### config.mk
export PLATFORM = sky130hd
export DESIGN_NAME = moore_tff_counter_n
export DESIGN_NICKNAME = d
export VERILOG_FILES = /design/src/rtl/moore_tff_counter_n.sv
export SDC_FILE = /design/constraint.sdc
export NUM_CORES = 1
export LEC_CHECK = 0
export BUFFER_PORTS_ARGS = -buffer_cell sky130_fd_sc_hd__buf_2
export CORE_AREA = 2 2 39 41
export CTS_BUF_LIST = sky130_fd_sc_hd__clkbuf_8 sky130_fd_sc_hd__clkbuf_16
export DETAILED_ROUTE_END_ITERATION = 6
export DIE_AREA = 0 0 41 43
export HOLD_SLACK_MARGIN = 0.02
export PLACE_DENSITY = 0.36
export SKIP_LAST_GASP = 1
export SYNTH_ARGS = -nofsm -noshare
export SYNTH_HDL_FRONTEND = slang
export SYNTH_SLANG_ARGS = --single-unit
### constraint.sdc
create_clock -name clock -period 2.6 [get_ports clock]
set_clock_uncertainty 0.15 [all_clocks]
set_input_delay 0.39 -clock clock [delete_from_list [all_inputs] [get_ports clock]]
set_output_delay 0.39 -clock clock [all_outputs]
set_load 0.005 [all_outputs]
### src/rtl/moore_tff_counter_n.sv
// ---------------------------------------------------------------------------
// moore_tff_counter_n
//
// Parametrised Moore counter whose state register is made only of toggle
// flip-flops. Each bit flips when its T input is 1, and every T input is a
// combinational function of the present state and the inputs. The design
// generalises the 2-bit "count on x_in, flag on 11" Moore machine with
// up/down counting, synchronous parallel load, a programmable match state
// and a registered wrap pulse.
//
// Parameters:
//   WIDTH     number of state bits / toggle flip-flops (1..16)
//   MATCH     state value at which y_out is asserted
//
// Ports:
//   clock     rising-edge clock
//   reset     asynchronous active-low reset, clears state and wrap
//   x_in      count enable, one step per clock edge while high
//   dir       count direction, 0 = up, 1 = down
//   load      synchronous load strobe, overrides x_in and dir
//   load_val  value loaded into the state when load is high
//   state     present state (flip-flop Q outputs)
//   y_out     Moore output, high iff state == MATCH
//   wrap      registered one-cycle pulse after a boundary step
//
// Optional feature macro: MOORE_TFF_SATURATE_EN
//   When defined, a step attempted at the boundary (up at all-ones, down at
//   zero) holds the state instead of wrapping, and wrap pulses once for every
//   such attempt as an overflow/underflow flag. When undefined the counter
//   wraps modulo 2^WIDTH.
// ---------------------------------------------------------------------------
module moore_tff_counter_n #(
    parameter int               WIDTH = 2,
    parameter logic [WIDTH-1:0] MATCH = {WIDTH{1'b1}}
) (
    input  logic             clock,
    input  logic             reset,
    input  logic             x_in,
    input  logic             dir,
    input  logic             load,
    input  logic [WIDTH-1:0] load_val,
    output logic [WIDTH-1:0] state,
    output logic             y_out,
    output logic             wrap
);

    logic [WIDTH-1:0] t;
    logic [WIDTH-1:0] up_t;
    logic [WIDTH-1:0] down_t;
    logic             at_max;
    logic             at_min;
    logic             boundary;
    logic             wrap_next;

    // Toggle chains for counting. A bit toggles on an up-count when all
    // lower bits are one (running AND), and on a down-count when all lower
    // bits are zero (running NOR). Bit 0 always toggles on a step.
    always_comb begin
        up_t      = '0;
        down_t    = '0;
        up_t[0]   = 1'b1;
        down_t[0] = 1'b1;
        for (int i = 1; i < WIDTH; i++) begin
            up_t[i]   = up_t[i-1] & state[i-1];
            down_t[i] = down_t[i-1] & ~state[i-1];
        end
    end

    assign at_max   = &state;
    assign at_min   = ~|state;
    assign boundary = dir ? at_min : at_max;

    // T equations in priority order: load, hold, count. A load is expressed
    // as a toggle of exactly the bits that differ from load_val, so the
    // register stays a pure T-flop bank.
    always_comb begin
        t         = '0;
        wrap_next = 1'b0;
        if (load) begin
            t = state ^ load_val;
        end else if (x_in) begin
            t         = dir ? down_t : up_t;
            wrap_next = boundary;
`ifdef MOORE_TFF_SATURATE_EN
            if (boundary) begin
                t = '0;
            end
`endif
        end
    end

    // T flip-flop bank plus the registered wrap pulse.
    always_ff @(posedge clock or negedge reset) begin
        if (!reset) begin
            state <= '0;
            wrap  <= 1'b0;
        end else begin
            state <= state ^ t;
            wrap  <= wrap_next;
        end
    end

    // Moore output depends on the state only.
    assign y_out = (state == MATCH);

endmodule
After elaboration in Yosys (flattened, before gate mapping)
Cells that the tools add are included.
{"block": "word_totals", "ff_bits": 3, "input_bits": 7, "output_inout_bits": 4}
{"block": "classes", "n_eq_ne": 1, "n_mux": 6, "bitwise_logic": 3, "n_reduce_logical": 3}
{"operator": "two-way mux 2 bit", "n": 3}
{"operator": "XOR 2 bit", "n": 2}
{"operator": "two-way mux 1 bit", "n": 3}
{"operator": "equality test 2 bit, second input constant", "n": 1}
{"operator": "AND reduction 2 bit", "n": 1}
{"operator": "OR reduction 2 bit", "n": 1}
{"operator": "zero test 1 bit", "n": 1}
{"operator": "NOT 1 bit", "n": 1}

Longest topological paths before layout
{"block": "logic_depth", "ltp_word": 5, "ltp_mapped": 3, "ltp_nobuf": 3}

Worst setup path before layout
Ideal clock, no wire load.
{"block": "synth_timing", "kind": "register to register", "from": "reg state[0]", "to": "reg state[1]", "arrival_time_ps": 1084, "required_ps": 2381, "path_slack_ps": 1298, "stages_incl_launch_ff": 4, "path_cell_list": "dfrtp_1 -> xnor2_1 -> or4b_1 -> nand3_1"}
{"block": "synth_via", "elab_chain_cells": 5}
{"item": "from (decl)", "line": "42", "text": "output logic [WIDTH-1:0] state,"}
{"item": "from (signal assigned)", "line": "98", "text": "state <= state ^ t;"}
{"item": "NOT 1 bit", "line": "65", "text": "down_t[i] = down_t[i-1] & ~state[i-1];"}
{"item": "two-way mux 2 bit *", "line": "82", "text": "t = dir ? down_t : up_t;"}
{"item": "two-way mux 2 bit *", "line": "81", "text": "end else if (x_in) begin"}
{"item": "two-way mux 2 bit *", "line": "79", "text": "if (load) begin"}
{"item": "XOR 2 bit *", "line": "98"}
Mark *: on every way between the ends. The rest lies on a longest branch, timed or not.

Final worst setup path
{"block": "layout_timing", "from": "reg state[0]", "to": "out y_out"}
{"block": "layout_via", "elab_chain_cells": 1}
{"item": "equality test 2 bit", "line": "104", "text": "assign y_out = (state == MATCH);"}
{"item": "to (decl)", "line": "43", "text": "output logic y_out,"}
Every way passes these cells.

==> results.sh <==
export IMPL_run_status="finished clean"
export IMPL_area_growth_synth_to_final_pct=76.3
export IMPL_final_common_cell="buf_2"
export IMPL_ant_nets=0
export IMPL_die_w_um=41
export IMPL_via_per_inst=3.74
export IMPL_r2r_start="state[0]"
export IMPL_fp_dieH_um=43
export IMPL_portBuffers=10
export IMPL_yosysTopAreaCellShare_pct=45.8
export IMPL_layout_cells_most_common_list="buf_2 (10), clkbuf_8 (3), dfrtp_1 (3)"
export IMPL_cts_setup_buffers=0
export IMPL_ff2ff_path_depth=3
export IMPL_worstHoldPathType="input port to flop"
export IMPL_grt_max_degree=8
export IMPL_syn_avg_cell_area_um2=10.2
export IMPL_overflow=0
export IMPL_r2r_end="state[1]"
export IMPL_fillers=152
export IMPL_multi_input_area_um2=88.8
export IMPL_slew_headroom_pct=85.4
export IMPL_cp_top_family="flip-flops"
export IMPL_startpoint_type="flop"
export IMPL_clkSinkCount=3
export IMPL_grt_usage_pct=6.63
export IMPL_setup_violations=0
export IMPL_cts_htree_levels=1
export IMPL_maxCapViolations=0
export IMPL_yosys_warnings=0
export IMPL_finalNetCount=39
export IMPL_clkPwrFrac_pct=58.4
export IMPL_cp_max_fo=5
export IMPL_synth_seq_cells=3
export IMPL_synth_top_cell_by_area="dfrtp_1"
export IMPL_fin_cells=47
export IMPL_fp_dieArea_mm2=0.00176
export IMPL_hold_ws_ps=254
export IMPL_gp_congestion=0.611
export IMPL_swShare_pct=23.3
export IMPL_ir_worst_vdd_mv=0.162
export IMPL_first_iter_violations=0
export IMPL_first_pass_iters=1
export IMPL_syn_inst=16
export IMPL_tightest_slew_ps=219
export IMPL_fp_row_count=14
export IMPL_cts_buffer_depth=2
export IMPL_ys_types=12
export IMPL_wl_per_cell_um=9.13
export IMPL_rsz0062_at_grt="no"
export IMPL_drt_total_wl_um=429
export IMPL_antennaDiodeCount=0
export IMPL_hold_viol_final=0
export IMPL_net_switching_power_uw=52.2
export IMPL_p_per_area_mw_per_mm2=776
export IMPL_ios=11
export IMPL_cts_tree="done"
export IMPL_drive_gt1_share_pct=45.2
export IMPL_cp_arrival_ps=980
export IMPL_min_delay_start="load_val[0]"
export IMPL_finalCritPeriodShare_pct=58.5
export IMPL_syn_area_um2=164
export IMPL_fmaxAchievable_ghz=0.658
export IMPL_p_int_uw=172
export IMPL_worstSetupPathType="flop to primary output"
export IMPL_numCtsBuffers=3
export IMPL_synth_area_top_cells="dfrtp_1 (46%), xnor2_1 (11%), mux2i_1 (6.1%)"
export IMPL_reg2reg_slack_ps=1230
export IMPL_cp_required_ps=2060
export IMPL_slowest_delay_ps=430
export IMPL_core_mm2=0.00138
export IMPL_fin_crit_ps=1520
export IMPL_hold_path_endpoint="state[0]"
export IMPL_seq_area_um2=75.1
export IMPL_start_util_pct=11.8
export IMPL_clkTransAtPathRegs_ps=30
export IMPL_insertion_delay_ps=220
export IMPL_critPathBufInv=1
export IMPL_cp_slowest_cell="dfrtp_1"
export IMPL_worstPathCellList="and2_2 > buf_2"
export IMPL_worstSetupEndpointType="primary output"
export IMPL_synth_nets=23
export IMPL_antenna_found_initial=0
export IMPL_tns_ps=0
export IMPL_clockRootBuffer="clkbuf_8"
export IMPL_grt_pass1_vias=176
export IMPL_grt_pass1_wl_um=655
export IMPL_critPathLaunch="state[0]"
export IMPL_pwr_share_seq_pct=26.6
export IMPL_leakagePower_uw=0.000142
export IMPL_via_count=176
export IMPL_combPwrFrac_pct=14.9
export IMPL_post_route_util_pct=20.9
export IMPL_finalMaxSlewViolations=0
export IMPL_dp_cells=42
export IMPL_min_path_cells=3
export IMPL_drc=0
export IMPL_ys_seq_area_share_pct=45.8
==> per-stage QoR <==
step,setup WS (ps),power (µW),area (µm²)
after floorplan,1300,75.0,164
after global placement,1220,90.7,234
after detailed placement,1190,93.2,234
after CTS,1070,231,289
after global routing,1050,240,289
final,1080,224,289
==> flip-flops by register name (all words and copies together) (netlist names) <==
signal  flops
wrap        1
state       2
==> timing repair <==
item | 4_1_cts | 5_1_grt
hold endpoints to repair | 3 | 0
hold buffers | 1 | 0
resized for setup | 0 | 0
==> how the worst max path moves through the flow <==
stage	endpoint	slack, ps	depth (start not counted)
6_report	y_out	1080	2
5_1_grt	y_out	1050	2
4_1_cts	y_out	1070	2
3_5_place_dp	state[1]	1190	4
3_3_place_gp	state[1]	1220	4
2_1_floorplan	state[1]	1300	3
==> tightest hold or removal path, stage by stage <==
cell and delay, ps:
buf_2 80, nand2_1 40, o21ai_0 70
==> per-layer routing <==
| layer | vias up | part of all wire, % | global-route usage [%] |
|---|---|---|---|
| met3 | 2 | 17 | 3.14 |
| met1 | 74 | 43 | 6.75 |
| li1 | 86 | - | - |
| met5 | - | 0 | 0 |
| met2 | 14 | 37 | 7.50 |
| met4 | 0 | 3.3 | 10.0 |
==> cells in the mapped netlist <==
master and count:
dfrtp_1 3, mux2i_1 1, nand3_1 1, nor3b_1 1
nand3b_1 1, xnor2_1 2, or4b_1 1, a22oi_1 1
nand2_1 1, o21ai_0 1, and2_2 1, nor2_1 2
==> power by group through the flow <==
stage / Clock [µW] / Combinational [µW] / Sequential [µW]
floorplan: 0 / 15.7 / 59.2
global placement: 0 / 31.5 / 59.3
detailed placement: 0 / 33.0 / 60.2
CTS: 137 / 34.2 / 59.8
global route: 141 / 38.5 / 60.3
finish: 131 / 33.5 / 59.8
==> kinds of logic after synthesis <==
kind of cell | Yosys count | synth area share (%)
AND/OR/NAND/NOR | 8 | 29.8
flip-flops | 3 | 45.8
AO/OA/AOI/OAI | 2 | 7.63
XOR/XNOR | 2 | 10.7
multiplexers | 1 | 6.11
==> layout make-up <==
type	instances	share of cell area, %
timing repair buffer	11	20.8
clock buffer	3	14.3
tap	16	6.93
multi-input combinational	13	30.7
clock inverter	1	1.30
sequential	3	26.0
Note: power is estimated with default switching activity, not from simulation.
